--- config.mk ---
export PLATFORM = sky130hd
export DESIGN_NAME = pipe_arbiter_flat
export DESIGN_NICKNAME = d
export VERILOG_FILES = /design/src/rtl/pipe_arbiter_if.sv /design/src/rtl/pipe_arbiter.sv /design/src/flat_wrapper.sv
export SDC_FILE = /design/constraint.sdc
export NUM_CORES = 1
export LEC_CHECK = 0
export ABC_CLOCK_PERIOD_IN_PS = 2600
export CORE_MARGIN = 3
export CORE_UTILIZATION = 61
export DETAILED_ROUTE_END_ITERATION = 12
export DONT_BUFFER_PORTS = 1
export MAX_ROUTING_LAYER = met4
export PLACE_DENSITY = 0.77
export SLEW_MARGIN = 20
export SYNTH_ARGS = -nofsm -noshare
export SYNTH_HDL_FRONTEND = slang
export SYNTH_SLANG_ARGS = --single-unit
--- constraint.sdc ---
create_clock -name clk_i -period 2.6 [get_ports clk_i]
set_input_delay 0.26 -clock clk_i [delete_from_list [all_inputs] [get_ports clk_i]]
set_output_delay 0.26 -clock clk_i [all_outputs]
set_load 0.01 [all_outputs]
--- src/rtl/pipe_arbiter_if.sv ---
// Handshake bundle for the two-requester arbiter: two enqueue ports in,
// one forwarded channel out, plus the debug source index and counters.
interface pipe_arbiter_if #(
    parameter int WIDTH = 96,
    parameter int CNTW  = 32
);
    logic             in0_enq_ena;
    logic [WIDTH-1:0] in0_enq_v;
    logic             in0_enq_rdy;
    logic             in1_enq_ena;
    logic [WIDTH-1:0] in1_enq_v;
    logic             in1_enq_rdy;
    logic             pipe_enq_ena;
    logic [WIDTH-1:0] pipe_enq_v;
    logic             pipe_enq_rdy;
    logic             src;
    logic [CNTW-1:0]  cnt0;
    logic [CNTW-1:0]  cnt1;

    modport master (
        output in0_enq_ena, in0_enq_v, in1_enq_ena, in1_enq_v, pipe_enq_rdy,
        input  in0_enq_rdy, in1_enq_rdy, pipe_enq_ena, pipe_enq_v, src, cnt0, cnt1
    );

    modport slave (
        input  in0_enq_ena, in0_enq_v, in1_enq_ena, in1_enq_v, pipe_enq_rdy,
        output in0_enq_rdy, in1_enq_rdy, pipe_enq_ena, pipe_enq_v, src, cnt0, cnt1
    );
endinterface

--- src/rtl/pipe_arbiter.sv ---
// Round-robin arbiter sharing one downstream enqueue channel between two
// producers, each buffered by a one-entry holding register.
module pipe_arbiter #(
    parameter int WIDTH = 96,
    parameter int CNTW  = 32
) (
    input  logic          clk_i,
    input  logic          rst_ni,
    pipe_arbiter_if.slave bus
);
    logic [1:0]       enq_ena;
    logic [WIDTH-1:0] enq_v   [2];
    logic [1:0]       full;
    logic [WIDTH-1:0] bufs    [2];
    logic [CNTW-1:0]  cnts    [2];
    logic             last_q;
    logic             grant;
    logic             xfer;

    assign enq_ena  = {bus.in1_enq_ena, bus.in0_enq_ena};
    assign enq_v[0] = bus.in0_enq_v;
    assign enq_v[1] = bus.in1_enq_v;

    // A tie goes to whichever requester was not granted last.
    always_comb begin
        grant = 1'b0;
        case (full)
            2'b01:   grant = 1'b0;
            2'b10:   grant = 1'b1;
            2'b11:   grant = ~last_q;
            default: grant = 1'b0;
        endcase
    end

    assign xfer = (|full) & bus.pipe_enq_rdy;

    genvar gi;
    generate
        for (gi = 0; gi < 2; gi++) begin : g_req
            localparam logic IDX = 1'(gi);
            logic             full_q, full_d;
            logic [WIDTH-1:0] buf_q, buf_d;
            logic [CNTW-1:0]  cnt_q, cnt_d;
            logic             drain;

            assign drain = xfer && (grant == IDX);

            // Drain and fill are exclusive: a full slot never accepts.
            always_comb begin
                full_d = full_q;
                buf_d  = buf_q;
                cnt_d  = cnt_q;
                if (drain) begin
                    full_d = 1'b0;
                    cnt_d  = cnt_q + CNTW'(1);
                end else if (enq_ena[gi] && !full_q) begin
                    full_d = 1'b1;
                    buf_d  = enq_v[gi];
                end
            end

            always_ff @(posedge clk_i or negedge rst_ni) begin
                if (!rst_ni) begin
                    full_q <= 1'b0;
                    buf_q  <= '0;
                    cnt_q  <= '0;
                end else begin
                    full_q <= full_d;
                    buf_q  <= buf_d;
                    cnt_q  <= cnt_d;
                end
            end

            assign full[gi] = full_q;
            assign bufs[gi] = buf_q;
            assign cnts[gi] = cnt_q;
        end
    endgenerate

    always_ff @(posedge clk_i or negedge rst_ni) begin
        if (!rst_ni) begin
            last_q <= 1'b1;
        end else if (xfer) begin
            last_q <= grant;
        end
    end

    assign bus.in0_enq_rdy  = ~full[0];
    assign bus.in1_enq_rdy  = ~full[1];
    assign bus.pipe_enq_ena = xfer;
    assign bus.pipe_enq_v   = grant ? bufs[1] : bufs[0];
    assign bus.src          = grant;
    assign bus.cnt0         = cnts[0];
    assign bus.cnt1         = cnts[1];
endmodule

--- src/flat_wrapper.sv ---
// flat-port wrapper written by rule: the top's interface ports become plain ports
module pipe_arbiter_flat 
#(
    parameter int WIDTH = 96,
    parameter int CNTW  = 32
)
  (clk_i, rst_ni, bus_in0_enq_ena, bus_in0_enq_v, bus_in1_enq_ena, bus_in1_enq_v, bus_pipe_enq_rdy, bus_in0_enq_rdy, bus_in1_enq_rdy, bus_pipe_enq_ena, bus_pipe_enq_v, bus_src, bus_cnt0, bus_cnt1);
  pipe_arbiter_if #(.WIDTH(WIDTH), .CNTW(CNTW)) bus_i ();
  input  logic clk_i;
  input  logic rst_ni;
  input wire logic [$bits(bus_i.in0_enq_ena)-1:0] bus_in0_enq_ena;
  input wire logic [$bits(bus_i.in0_enq_v)-1:0] bus_in0_enq_v;
  input wire logic [$bits(bus_i.in1_enq_ena)-1:0] bus_in1_enq_ena;
  input wire logic [$bits(bus_i.in1_enq_v)-1:0] bus_in1_enq_v;
  input wire logic [$bits(bus_i.pipe_enq_rdy)-1:0] bus_pipe_enq_rdy;
  output wire logic [$bits(bus_i.in0_enq_rdy)-1:0] bus_in0_enq_rdy;
  output wire logic [$bits(bus_i.in1_enq_rdy)-1:0] bus_in1_enq_rdy;
  output wire logic [$bits(bus_i.pipe_enq_ena)-1:0] bus_pipe_enq_ena;
  output wire logic [$bits(bus_i.pipe_enq_v)-1:0] bus_pipe_enq_v;
  output wire logic [$bits(bus_i.src)-1:0] bus_src;
  output wire logic [$bits(bus_i.cnt0)-1:0] bus_cnt0;
  output wire logic [$bits(bus_i.cnt1)-1:0] bus_cnt1;
  assign bus_i.in0_enq_ena = bus_in0_enq_ena;
  assign bus_i.in0_enq_v = bus_in0_enq_v;
  assign bus_i.in1_enq_ena = bus_in1_enq_ena;
  assign bus_i.in1_enq_v = bus_in1_enq_v;
  assign bus_i.pipe_enq_rdy = bus_pipe_enq_rdy;
  assign bus_in0_enq_rdy = bus_i.in0_enq_rdy;
  assign bus_in1_enq_rdy = bus_i.in1_enq_rdy;
  assign bus_pipe_enq_ena = bus_i.pipe_enq_ena;
  assign bus_pipe_enq_v = bus_i.pipe_enq_v;
  assign bus_src = bus_i.src;
  assign bus_cnt0 = bus_i.cnt0;
  assign bus_cnt1 = bus_i.cnt1;
  pipe_arbiter #(.WIDTH(WIDTH), .CNTW(CNTW)) u_core (.clk_i(clk_i), .rst_ni(rst_ni), .bus(bus_i));
endmodule
* Yosys cells after proc, flatten, opt, wreduce, memory -nomap -nowiden
Index checks and enable logic that the tools add are counted.
Storage, ports and cells: register bits 259, input port bits 197, output and inout port bits 164
Operators by class: add/subtract/negate cells 2, equal/unequal tests 2, mux-type cells 6, bitwise gates (word level) 7, reductions and logical operators 11
Operators by type and width (count):
- $mux W96 | 1
- $add A32 B1 Y32 const B | 2
- $not A1 Y1 | 6
- $eq A2 B2 Y1 const B | 2
- $logic_and A1 B1 Y1 | 4
- $mux W1 | 4
- $reduce_and A2 Y1 | 2
- $reduce_bool A2 Y1 | 2
- $logic_not A1 Y1 | 2
- $pmux W1 S2 | 1
- $reduce_or A2 Y1 | 1
- $and A1 B1 Y1 | 1

* Longest topological paths before layout
Gate-level depths: netlist of run 1.
depth in word-level cells 6, depth in mapped cells 7

* Least setup slack after synthesis of run 1
OpenSTA, ideal clock, no wires.
path kind flip-flop to flip-flop, from register u_core.last_q, to register u_core.g_req[0].cnt_q[24], in the netlist u_core.bus.cnt0[24], setup time 126 ps, arrival 1710 ps, data required time 2474 ps, slack 764 ps, stages on the path, launching flop included 7, buffers on the path 1, cells stage by stage dfstp_2 and2b_4 or3_1 buf_6 nor4_4 nand2_1 xnor2_1
Between the ends: longest elaborated chain between the ends 4
RTL lines:
- start, declared | line pipe_arbiter.sv:16 | logic last_q;
- start signal, assigned | line pipe_arbiter.sv:84 | last_q <= grant;
- $not A1 Y1 | line pipe_arbiter.sv:30 | 2'b11: grant = ~last_q;
- $pmux W1 S2 | line pipe_arbiter.sv:27 | case (full)
- $not A1 Y1 | line pipe_arbiter.sv:46 | assign drain = xfer && (grant == IDX);
- $logic_and A1 B1 Y1 | line pipe_arbiter.sv:46
- end signal, assigned | line pipe_arbiter.sv:70 | cnt_q <= cnt_d;
- end, declared | line pipe_arbiter.sv:43 | logic [CNTW-1:0] cnt_q, cnt_d;
No other way between the ends. A chain may end at the register's enable or synchronous reset.

* Worst setup path after layout of run 1
from register u_core.g_req[1].full_q, to output bus_pipe_enq_v[93]
Between the ends: longest elaborated chain between the ends 3
RTL lines:
- start, declared | line pipe_arbiter.sv:41 | logic full_q, full_d;
- start signal, assigned | line pipe_arbiter.sv:68 | full_q <= full_d;
- $eq A2 B2 Y1 | line pipe_arbiter.sv:27
- $pmux W1 S2 (*) | line pipe_arbiter.sv:27
- net bus_src | line flat_wrapper.sv:20 | output wire logic [$bits(bus_i.src)-1:0] bus_src;
- $mux W96 (*) | line pipe_arbiter.sv:91 | assign bus.pipe_enq_v = grant ? bufs[1] : bufs[0];
- end, declared | line flat_wrapper.sv:19 | output wire logic [$bits(bus_i.pipe_enq_v)-1:0] bus_pipe_enq_v;
The timed path passes the listed nets; every way through them passes the cells marked *.

==> results_dict.tcl, run 1 <==
set metrics [dict create \
    worstPathCellList "a21boi_4 -> buf_12 -> mux2_2" \
    p_clk_share_pct 23.0 \
    drcViolationCount 0 \
    synthToLayoutAreaGrowth_pct 27.5 \
    row_count 49 \
    num_vias 7160 \
    h-tree-depth 1 \
    clk_pin_slew_ps 60 \
    ctsRootBufferMaster "clkbuf_16" \
    start_util_pct 62.5 \
    maxCapViolations 0 \
    maxSlewViolCount 0 \
    core_mm2 0.0180 \
    firstDrtPassIters 4 \
    synthArstFlopShare_pct 100 \
    drive_gt1_share_pct 36.5 \
    cts_sinks 259 \
    drtIter0Drc 338 \
    status "finished, violations left" \
    worstSetupEndpointType "primary output" \
    cts-hold-fix-buffers 195 \
    skew_ps 9.12 \
    min_period_ps 2460 \
    layout.nets 1169 \
    gr-usage-all-layers_pct 29.7 \
    start_kind "flip-flop" \
    routedWlPerCell_um 24.4 \
    fp.dieArea_mm2 0.0201 \
    hold_path.class "primary input to asynchronous set/reset pin" \
    p_sw_share_pct 33.8 \
    power_density_mw_per_mm2 1180 \
    place_area_mm2 0.0115 \
    cp.depth 3 \
    grt_pass1_wl_um 45400 \
    clock_latency_ps 520 \
    cp_max_fo 49 \
    synth_cell_types 40 \
    reg2reg_depth 5 \
    syn_avg_cell_area_um2 14.5 \
    synth_edf_count 0 \
    crit_family "flip-flops" \
    seqPwrFrac_pct 40.5 \
    rsz0062_at_grt "no" \
    ff2ff_setup_slack_ps 530 \
    worst_slack_ps 136 \
    p_sw_uw 5720 \
    portBuffers 0 \
    synth.net_count 976 \
    critPathMaxStageDelay_ps 500 \
    ys_warn_count 0 \
    holdWs_ps -568 \
    antenna_found_initial 4 \
    syn_area_mm2 0.0113 \
    syn_inst 777 \
    cts_setup_buffers 0 \
    timing.setup.tns_ps 0 \
    leakage_uw 0.00612 \
    worstMarginPinSlew_ps 578 \
    cp-endpoint "bus_pipe_enq_v[93]" \
    dpl.hpwl_um 17400 \
    synthFlopType "dfrtp_1" \
    r2r_end "u_core.bus.cnt1[14]" \
    cp.required_ps 2340 \
    finalSetupViolations 0 \
    p_comb_share_pct 36.5 \
    cp_slowest_cell "dfrtp_1" \
    yosysSeqAreaShare_pct 57.5 \
    crit_type "flip-flop to primary output" \
    cts_buffers 27 \
    cts_tree "yes" \
    relSlewSlack_pct 61.4 \
    pre_cts_ws_ps 589 \
    violations "negative hold slack" \
    vias_per_cell 5.84 \
    fmax_ghz 0.406 \
    drt_wl_total_um 29800 \
    grt_max_degree 260 \
    ir_drop_mv 1.22 \
    crit_start "u_core.g_req[1].full_q" \
    grt_pass1_vias 8130 \
    finalHoldViolations 259 \
    ys_seq_elements 259 \
    arrival_ps 2200 \
    r2r_start "u_core.g_req[1].full_q" \
    post_cts_resized 0 \
    internal_power_uw 11200 \
    drtAntennaViolNets 0 \
    pin_count 361 \
    grt_overflow 0 \
    finalCritPeriodShare_pct 94.8 \
    finalWeightedCongestion 0.912 \
    stdcell_area_mm2 0.0144 \
    cts_buffer_depth 3 \
    die_h_um 142 \
    dieWidth_um 142 \
    cp.buffers_inverters 1 \
]
[synthesized netlist by cell type, drive strengths merged, types with 6 or more instances]
library cell,instances,area (um^2)
mux2,290,3270
dfrtp,258,6460
xnor2,42,368
buf,28,140
nand2,27,111
nand3,25,138
xor2,20,175
nor2,19,78.8
and3,12,75.1
nand4,12,81.3
and4,8,75.1
clkbuf,8,30.0
nor3,6,57.6
[flip-flops by register name (all words and copies together), names as in the netlist]
name,cells
u_core.bus.cnt1,32
u_core.g_req.buf_q,192
u_core.last_q,1
u_core.bus.cnt0,32
u_core.g_req.full_q,2
[metal layers]
| metal | wire length, um | vias to the layer above | track usage [%] | part of all wire, % |
|---|---|---|---|---|
| li1 | - | 3149 | - | - |
| met1 | 10600 | 3602 | 33.4 | 36 |
| met2 | 15400 | 325 | 49.9 | 52 |
| met3 | 2420 | 84 | 8.29 | 8.1 |
| met4 | 1350 | 0 | 12.6 | 4.5 |
| met5 | 0 | - | - | 0 |
[area by class of cell]
| type | instances | area [um^2] |
|---|---|---|
| inverter | 2 | 7.51 |
| clock inverter | 12 | 135 |
| timing repair buffer | 200 | 2050 |
| antenna | 7 | 17.5 |
| clock buffer | 36 | 759 |
| sequential | 259 | 6480 |
| tap | 229 | 287 |
| multi-input combinational | 480 | 4620 |
| fill | 947 | 3660 |
[kinds of logic (layout without fill, tap and decap cells)]
group,Yosys count,count (layout),synth area share [%]
XOR/XNOR,62,62,4.82
adder cells (fa/ha/maj),2,2,0.222
AND/OR/NAND/NOR,121,121,6.53
other,0,7,0
flip-flops,259,259,57.5
AO/OA/AOI/OAI,5,5,0.333
multiplexers,290,290,29.0
buffers and inverters,38,250,1.58
[metrics by stage]
| step | total power [uW] | util, % | instances |
|---|---|---|---|
| floorplan | 11200 | - | 777 |
| CTS | 16600 | 79.6 | 1218 |
| finish | 16900 | 79.7 | 1225 |
| global placement | 12200 | 63.8 | 975 |
| global route | 17600 | 79.6 | 1222 |
| detailed placement | 12500 | 63.8 | 975 |
[how the worst min path moves through the flow]
stage / to / slack (ps)
final: u_core.g_req[0].buf_q[64] / -570
after global placement: u_core.bus.cnt0[23] / -30
after detailed placement: u_core.bus.cnt0[27] / -30
after global routing: u_core.bus.cnt0[27] / -600
after floorplan: u_core.bus.cnt0[0] / -40
after CTS: u_core.bus.cnt0[27] / -580
[cell usage in the layout, fill, tap and decap left out, types with 3 or more instances in the layout]
master | netlist | final
and3_1 | 12 | 12
and4_1 | 6 | 6
buf_12 | 0 | 5
bufinv_16 | 0 | 3
clkbuf_1 | 8 | 4
clkbuf_16 | 0 | 27
clkbuf_8 | 0 | 5
clkinv_2 | 0 | 9
dfrtp_1 | 258 | 258
diode_2 | 0 | 7
dlygate4sd3_1 | 0 | 195
mux2_2 | 290 | 290
nand2_1 | 25 | 25
nand3_1 | 24 | 24
nand4_1 | 11 | 11
nor2_1 | 16 | 16
nor2_2 | 3 | 3
nor3_1 | 3 | 3
xnor2_1 | 42 | 42
xor2_1 | 20 | 20
[power by group through the flow]
stage	registers [uW]	logic, uW	clock network [uW]
6_report	6850	6180	3900
5_1_grt	7000	6490	4110
4_1_cts	6680	6030	3910
3_5_place_dp	6730	5760	0
3_3_place_gp	6590	5610	0
2_1_floorplan	6370	4820	0
No activity file was read; power rests on OpenSTA's default activity.
==> run 2, diff against run 1 <==
--- a/config.mk
+++ b/config.mk
@@ -10,6 +10,7 @@
 export CORE_UTILIZATION = 61
 export DETAILED_ROUTE_END_ITERATION = 12
 export DONT_BUFFER_PORTS = 1
+export GPL_ROUTABILITY_DRIVEN = 0
 export MAX_ROUTING_LAYER = met4
 export PLACE_DENSITY = 0.77
 export SLEW_MARGIN = 20
==> results of run 2 <==
Same layout as run 1: the final DEF is identical, and so are final timing and power.
==> run 3, diff against run 2 <==
--- a/config.mk
+++ b/config.mk
@@ -5,12 +5,12 @@
 export SDC_FILE = /design/constraint.sdc
 export NUM_CORES = 1
 export LEC_CHECK = 0
-export ABC_CLOCK_PERIOD_IN_PS = 2600
 export CORE_MARGIN = 3
 export CORE_UTILIZATION = 61
 export DETAILED_ROUTE_END_ITERATION = 12
 export DONT_BUFFER_PORTS = 1
 export GPL_ROUTABILITY_DRIVEN = 0
+export GPL_TIMING_DRIVEN = 1
 export MAX_ROUTING_LAYER = met4
 export PLACE_DENSITY = 0.77
 export SLEW_MARGIN = 20
==> results of run 3 <==
Same layout as run 1: the final DEF is identical, and so are final timing and power.
